## src/rtl/ddr2_local_test_master.sv

```systemverilog
// DDR2 local-interface traffic master: writes an address-derived
// pattern over a window, reads it back and counts mismatching words.
module ddr2_local_test_master #(
  parameter int unsigned       ADDR_W    = 26,
  parameter int unsigned       DATA_W    = 32,
  parameter int unsigned       BURST_LEN = 2,
  parameter logic [ADDR_W-1:0] BASE_ADDR = '0,
  parameter int unsigned       N_WORDS   = 1024,
  parameter int unsigned       MAX_OUTST = 8,
  parameter logic [31:0]       SEED      = 32'h5A5A_0000
) (
  input  logic              phy_clk,
  input  logic              reset_phy_clk_n,
  input  logic              start,
  input  logic              local_init_done,
  input  logic              local_ready,
  input  logic [DATA_W-1:0] local_rdata,
  input  logic              local_rdata_valid,
  output logic [ADDR_W-1:0] local_address,
  output logic              local_write_req,
  output logic              local_read_req,
  output logic              local_burstbegin,
  output logic [2:0]        local_size,
  output logic [3:0]        local_be,
  output logic [DATA_W-1:0] local_wdata,
  output logic              busy,
  output logic              done,
  output logic              pass,
  output logic [15:0]       err_count,
  output logic [ADDR_W-1:0] first_err_addr
);

  localparam int CW = $clog2(N_WORDS + 1);
  localparam int OW = $clog2(MAX_OUTST + BURST_LEN + 1) + 1;
  localparam logic [CW-1:0] LAST_W = CW'(N_WORDS - 1);
  localparam logic [CW-1:0] LAST_R = CW'(N_WORDS - BURST_LEN);
  localparam logic [CW-1:0] BL_C   = CW'(BURST_LEN);
  localparam logic [1:0]    BEAT_L = 2'(BURST_LEN - 1);
  localparam logic [OW-1:0] BL_O   = OW'(BURST_LEN);
  localparam logic [OW-1:0] MAX_O  = OW'(MAX_OUTST);

  typedef enum logic [2:0] {
    IDLE, WAIT_INIT, WRITE, READ, DRAIN, DONE
  } state_t;

  state_t            state;
  logic [CW-1:0]     woff;
  logic [CW-1:0]     roff;
  logic [CW-1:0]     coff;
  logic [1:0]        beat;
  logic [OW-1:0]     outst;
  logic [OW-1:0]     outst_nx;
  logic              mm_q;
  logic [ADDR_W-1:0] mm_addr;
  logic              wr_acc;
  logic              rd_acc;
  logic              rv;
  logic              rd_ok;

  function automatic logic [ADDR_W-1:0] waddr(input logic [CW-1:0] off);
    return BASE_ADDR + ADDR_W'(off);
  endfunction

  function automatic logic [DATA_W-1:0] pat(input logic [CW-1:0] off);
    logic [ADDR_W-1:0] a;
    a = waddr(off);
    return DATA_W'({~a[15:0], a[15:0]} ^ SEED);
  endfunction

  always_comb begin
    wr_acc   = local_write_req && local_ready;
    rd_acc   = local_read_req && local_ready;
    rv       = local_rdata_valid && (outst != '0)
               && (state == READ || state == DRAIN);
    outst_nx = outst + (rd_acc ? BL_O : '0) - (rv ? OW'(1) : '0);
    // cap is judged on the count seen while the request is presented
    rd_ok    = (outst_nx + BL_O) <= MAX_O;
  end

  always_ff @(posedge phy_clk or negedge reset_phy_clk_n) begin
    if (!reset_phy_clk_n) begin
      state            <= IDLE;
      woff             <= '0;
      roff             <= '0;
      coff             <= '0;
      beat             <= '0;
      outst            <= '0;
      mm_q             <= 1'b0;
      mm_addr          <= '0;
      local_address    <= '0;
      local_write_req  <= 1'b0;
      local_read_req   <= 1'b0;
      local_burstbegin <= 1'b0;
      local_size       <= 3'(BURST_LEN);
      local_be         <= 4'hF;
      local_wdata      <= '0;
      busy             <= 1'b0;
      done             <= 1'b0;
      pass             <= 1'b0;
      err_count        <= '0;
      first_err_addr   <= '0;
    end else begin
      mm_q  <= 1'b0;
      outst <= outst_nx;
      if (rv) begin
        coff    <= coff + CW'(1);
        mm_q    <= local_rdata != pat(coff);
        mm_addr <= waddr(coff);
      end
      if (mm_q) begin
        if (err_count != 16'hFFFF) err_count <= err_count + 16'd1;
        if (err_count == '0) first_err_addr <= mm_addr;
      end
      unique case (state)
        IDLE, DONE: begin
          if (start) begin
            state          <= WAIT_INIT;
            busy           <= 1'b1;
            done           <= 1'b0;
            pass           <= 1'b0;
            err_count      <= '0;
            first_err_addr <= '0;
            woff           <= '0;
            roff           <= '0;
            coff           <= '0;
            beat           <= '0;
            outst          <= '0;
            mm_q           <= 1'b0;
          end
        end
        WAIT_INIT: begin
          if (local_init_done) begin
            state            <= WRITE;
            local_write_req  <= 1'b1;
            local_burstbegin <= 1'b1;
            local_address    <= waddr('0);
            local_wdata      <= pat('0);
          end
        end
        WRITE: begin
          if (wr_acc) begin
            if (woff == LAST_W) begin
              state            <= READ;
              local_write_req  <= 1'b0;
              local_burstbegin <= 1'b0;
            end else begin
              woff        <= woff + CW'(1);
              local_wdata <= pat(woff + CW'(1));
              if (beat == BEAT_L) begin
                beat             <= '0;
                local_burstbegin <= 1'b1;
                local_address    <= waddr(woff + CW'(1));
              end else begin
                beat             <= beat + 2'd1;
                local_burstbegin <= 1'b0;
              end
            end
          end
        end
        READ: begin
          if (rd_acc) begin
            if (roff == LAST_R) begin
              state            <= DRAIN;
              local_read_req   <= 1'b0;
              local_burstbegin <= 1'b0;
            end else begin
              roff             <= roff + BL_C;
              local_address    <= waddr(roff + BL_C);
              local_read_req   <= rd_ok;
              local_burstbegin <= rd_ok;
            end
          end else if (!local_read_req && rd_ok) begin
            local_read_req   <= 1'b1;
            local_burstbegin <= 1'b1;
            local_address    <= waddr(roff);
          end
        end
        DRAIN: begin
          // the last compare result is folded in on this same edge
          if (outst == '0) begin
            state <= DONE;
            busy  <= 1'b0;
            done  <= 1'b1;
            pass  <= (err_count == '0) && !mm_q;
          end
        end
      endcase
    end
  end

endmodule

```

## config.mk

```make
export PLATFORM = sky130hd
export DESIGN_NAME = ddr2_local_test_master
export DESIGN_NICKNAME = d
export VERILOG_FILES = /design/src/rtl/ddr2_local_test_master.sv
export SDC_FILE = /design/constraint.sdc
export NUM_CORES = 1
export LEC_CHECK = 0
export ABC_AREA = 1
export BUFFER_PORTS_ARGS = -buffer_cell sky130_fd_sc_hd__clkbuf_2
export CORE_ASPECT_RATIO = 1.2
export CORE_UTILIZATION = 51
export CTS_BUF_LIST = sky130_fd_sc_hd__clkbuf_8
export DETAILED_ROUTE_END_ITERATION = 10
export PLACE_DENSITY = 0.89
export SYNTH_ARGS = -nofsm -noshare
export SYNTH_HDL_FRONTEND = slang
export SYNTH_SLANG_ARGS = --single-unit
```

## constraint.sdc

```tcl
create_clock -name phy_clk -period 2.8 [get_ports phy_clk]
set_input_delay 0.42 -clock phy_clk [delete_from_list [all_inputs] [get_ports phy_clk]]
set_output_delay 0.42 -clock phy_clk [all_outputs]
set_load 0.05 [all_outputs]
```

==> summary.md <==
| Metric | Value |
|---|---|
| Relative slew slack | 0.281 |
| Tmin final | 3170 ps |
| I/O Pins | 151 |
| WL final | 17300 um |
| PD cells | 972 nW/um^2 |
| Drt first pass iters | 6 |
| Gr usage total | 0.255 |
| Post-DP HPWL | 12300 um |
| Port bufs | 120 |
| Final setup viols | 13 |
| Delay-heaviest family, CP | simple AND/OR/NAND/NOR gates |
| Post-Synthesis Cells | 876 |
| Wire per inst | 14.2 um |
| Row cnt | 46 |
| Largest net degree at the start of global routing | 50 |
| Hold crit path type | input port to register |
| DRT antenna net count | 0 |
| Worst path arrival time | 3510 ps |
| Cell Chain, Critical Path | inv_2, ha_4, nand4_1, nand3_4, inv_4, ha_4, inv_2, ha_4, fa_1, ha_1, nand3b_1, nand3_2, nand4_1, nand2_2, nand3_4, nand2_1, nand2_1 |
| # diodes | 0 |
| Die Width | 108 um |
| Synth Warn # | 7 |
| Synthesized area | 6940 sq um |
| Fin. max-slew vios | 0 |
| Yosys top cell area share | 0.472 |
| Fmax | 0.315 GHz |
| Worst Setup Path Type | register to register |
| R2R Setup Slk | -370 ps |
| Failing checks | negative setup slack |
| Worst Path Max Fanout | 6 |
| Startpoint Class | register |
| EDFF count, synth | 0 |
| Die area | 14100 sq um |
| Worst hold endpoint | mm_q |
| 1st-iter DRT viols | 417 |
| Clk_skew | 11.6 ps |
| Worst-Margin Slew | 1070 ps |
| Net count, final | 1090 |
| Post-Route Utilization | 0.639 |
| Syn_area_per_cell | 7.92 sq um |
| H-tree Lvls | 4 |
| Die Span Y | 130 um |
| Starting density of the core | 0.524 |
| Clk_lat worst skew | 450 ps |
| Async SR Flop Fraction | 1.00 |
| Slowest-stage cell, CP | fa_1 |
| Ratio of cells with drive above 1 in the final layout | 0.255 |
| Via-to-Cell Ratio | 5.23 |
| Leakage | 4.35 nW |
| CTS Root Buffer Type | clkbuf_8 |
| Fin. Hold Viols | 0 |
| Max incr delay on CP | 450 ps |
| Most used cell along the critical path | ha_4 |
| Max-Cap Viols | 0 |
| R2R depth | 17 |
| DR DRC count | 0 |
| Maximum vdd drop | 627 uV |
| Synthesis-to-finish area growth | 21.9% |
| Global-route wire length before repair | 27500 um |
| Setup TNS | -4140 ps |
| WHS Path Cells | 5 |
| Initial antenna violation count | 0 |
| Unique masters post-synth | 46 |
| Clock Sinks | 131 |
| Worst setup margin | -373 ps |
| Clock Pin Slew Worst Setup and Hold Paths | 70 ps |
| RSZ-0062 raised after global routing | yes |
| Maximum clock insertion buffer count | 2 |
| Number of global-route vias before repair | 5826 |
| TritonCTS clock tree | built |
| Area leader, netlist | dfrtp_1 |
| Synth Register Bits | 131 |
| Final Total Pwr | 8.22 mW |
| Required time worst endpoint | 3130 ps |
| CP bufs+invs | 3 |
| Tcrit/Tclk final | 1.13 |
| Min-delay src | local_rdata[13] |
| Status | complete, but fails checks |
| Crit path capture type | register |
| Core area | 13200 sq um |
| Commonest cells after routing, fill and taps aside | 201 x nand2_1, 130 x dfrtp_1, 119 x clkbuf_2, 103 x nor2_1, 91 x inv_1 |
| Most common cell after layout, fill and taps aside | nand2_1 |
| Post-synthesis sequential area ratio | 0.472 |
| Reg2reg start | outst[2] |
| Ranking of synthesized cells by area | dfrtp_1 47%, nand2_1 11%, nor2_1 5.7%, inv_1 5.0%, o21ai_0 4.7% |
| Top FF cell, synth | dfrtp_1 |
| CTS Buf Count | 17 |
| Gpl congestion | 0.985 |
| RR Endpoint | local_address[2] |
| GRT overflow | 0 |
| Routed via count | 6374 |
[worst min-delay path, stage by stage]
cell      delay [ps]
clkbuf_2          80
nor4_1            40
nand2_1           50
nor2_1            30
a31oi_1          170
[Yosys cell counts, types with 4 or more instances]
cell type and n:
o21a_1 6, or2_1 6, buf_2 6, clkbuf_1 6, inv_2 11, o211ai_1 4
o221ai_1 4, dfrtp_1 131, ha_1 12, inv_1 93, a21oi_1 23, nor3_2 5
o22ai_1 7, nor3_1 17, o21ai_1 5, nand2_2 8, o21ai_0 65, xnor2_1 4
nand2_1 211, buf_4 40, xor2_1 7, nand4_1 13, nand3_1 49, nor2_1 105
nor4_1 4, nor2_2 5
[layout make-up]
cell class              count  area, sq um
fillers                  1057         4770
flip-flops and latches    131         3280
well taps                 168          210
clock inverters            12          165
inverters                 104          395
multi-input cells         616         3160
clock buffers              19          262
repair buffers            169          990
[what timing repair did]
action / 4_1_cts / 5_1_grt
resized for setup: 12 / 18
gates cloned: 1 / 0
pin swaps: 10 / 19
hold buffers: 1 / 0
hold endpoints to repair: 47 / 0
setup endpoints to repair: 12 / 19
buffers inserted: 17 / 5
[kinds of logic after synthesis]
logic type / count (synthesis) / share of synthesized area
AOI/OAI and AO/OA: 124 / 0.101
xor gates and xnor gates: 11 / 0.0139
adders and majority gates: 13 / 0.0245
buffers and inverters: 159 / 0.110
DFF: 131 / 0.472
other: 1 / 0.000540
and+or+nand+nor: 437 / 0.278
[report_power, final]
group	total, mW	leakage (nW)	switching, mW	internal (mW)
Sequential	2.48	1.75	0.256	2.23
Clock	1.72	0.221	0.724	1.00
Combinational	4.02	2.38	2.67	1.35
Total	8.22	4.35	3.65	4.57
[per-layer routing]
| metal | vias up | global-route usage | wire length (um) |
|---|---|---|---|
| met5 | - | 0 | 0 |
| met4 | 0 | 0.114 | 526 |
| met3 | 42 | 0.0574 | 957 |
| met2 | 242 | 0.443 | 8870 |
| met1 | 2990 | 0.299 | 6950 |
| li1 | 3100 | - | - |
[sequential cells by signal, indices dropped and copies added, names as in the netlist]
signal and count:
mm_addr 11, mm_q 1, state 3, first_err_addr 26, pass 1, err_count 16, beat 2, coff 11
done 1, local_burstbegin 1, local_address 11, local_wdata 18, local_write_req 1, roff 10, woff 11, local_read_req 1
busy 1, outst 5
[worst max-delay path by stage]
stage                        start                 to  slack (ps)  cells after the start
after detailed placement  outst[3]   local_address[2]        -280                     17
after floorplan           outst[3]   local_address[0]        -230                     18
after global routing      outst[2]   local_address[2]        -510                     17
after CTS                 outst[2]   local_burstbegin        -190                     18
after global placement    outst[3]  local_address[10]        -100                     17
final                     outst[2]   local_address[2]        -370                     17
[metrics by stage]
step                      cell area [sq um]  setup WS, ps  cells  hold slack (ps)
final                                  8460          -373   1219              404
after global routing                   8460          -506   1219              408
after CTS                              8400          -186   1218              383
after detailed placement               7760          -283   1168              461
after global placement                 7760          -101   1168              456
after floorplan                        7080          -228    905              124
(Power assumes the default switching activity.)
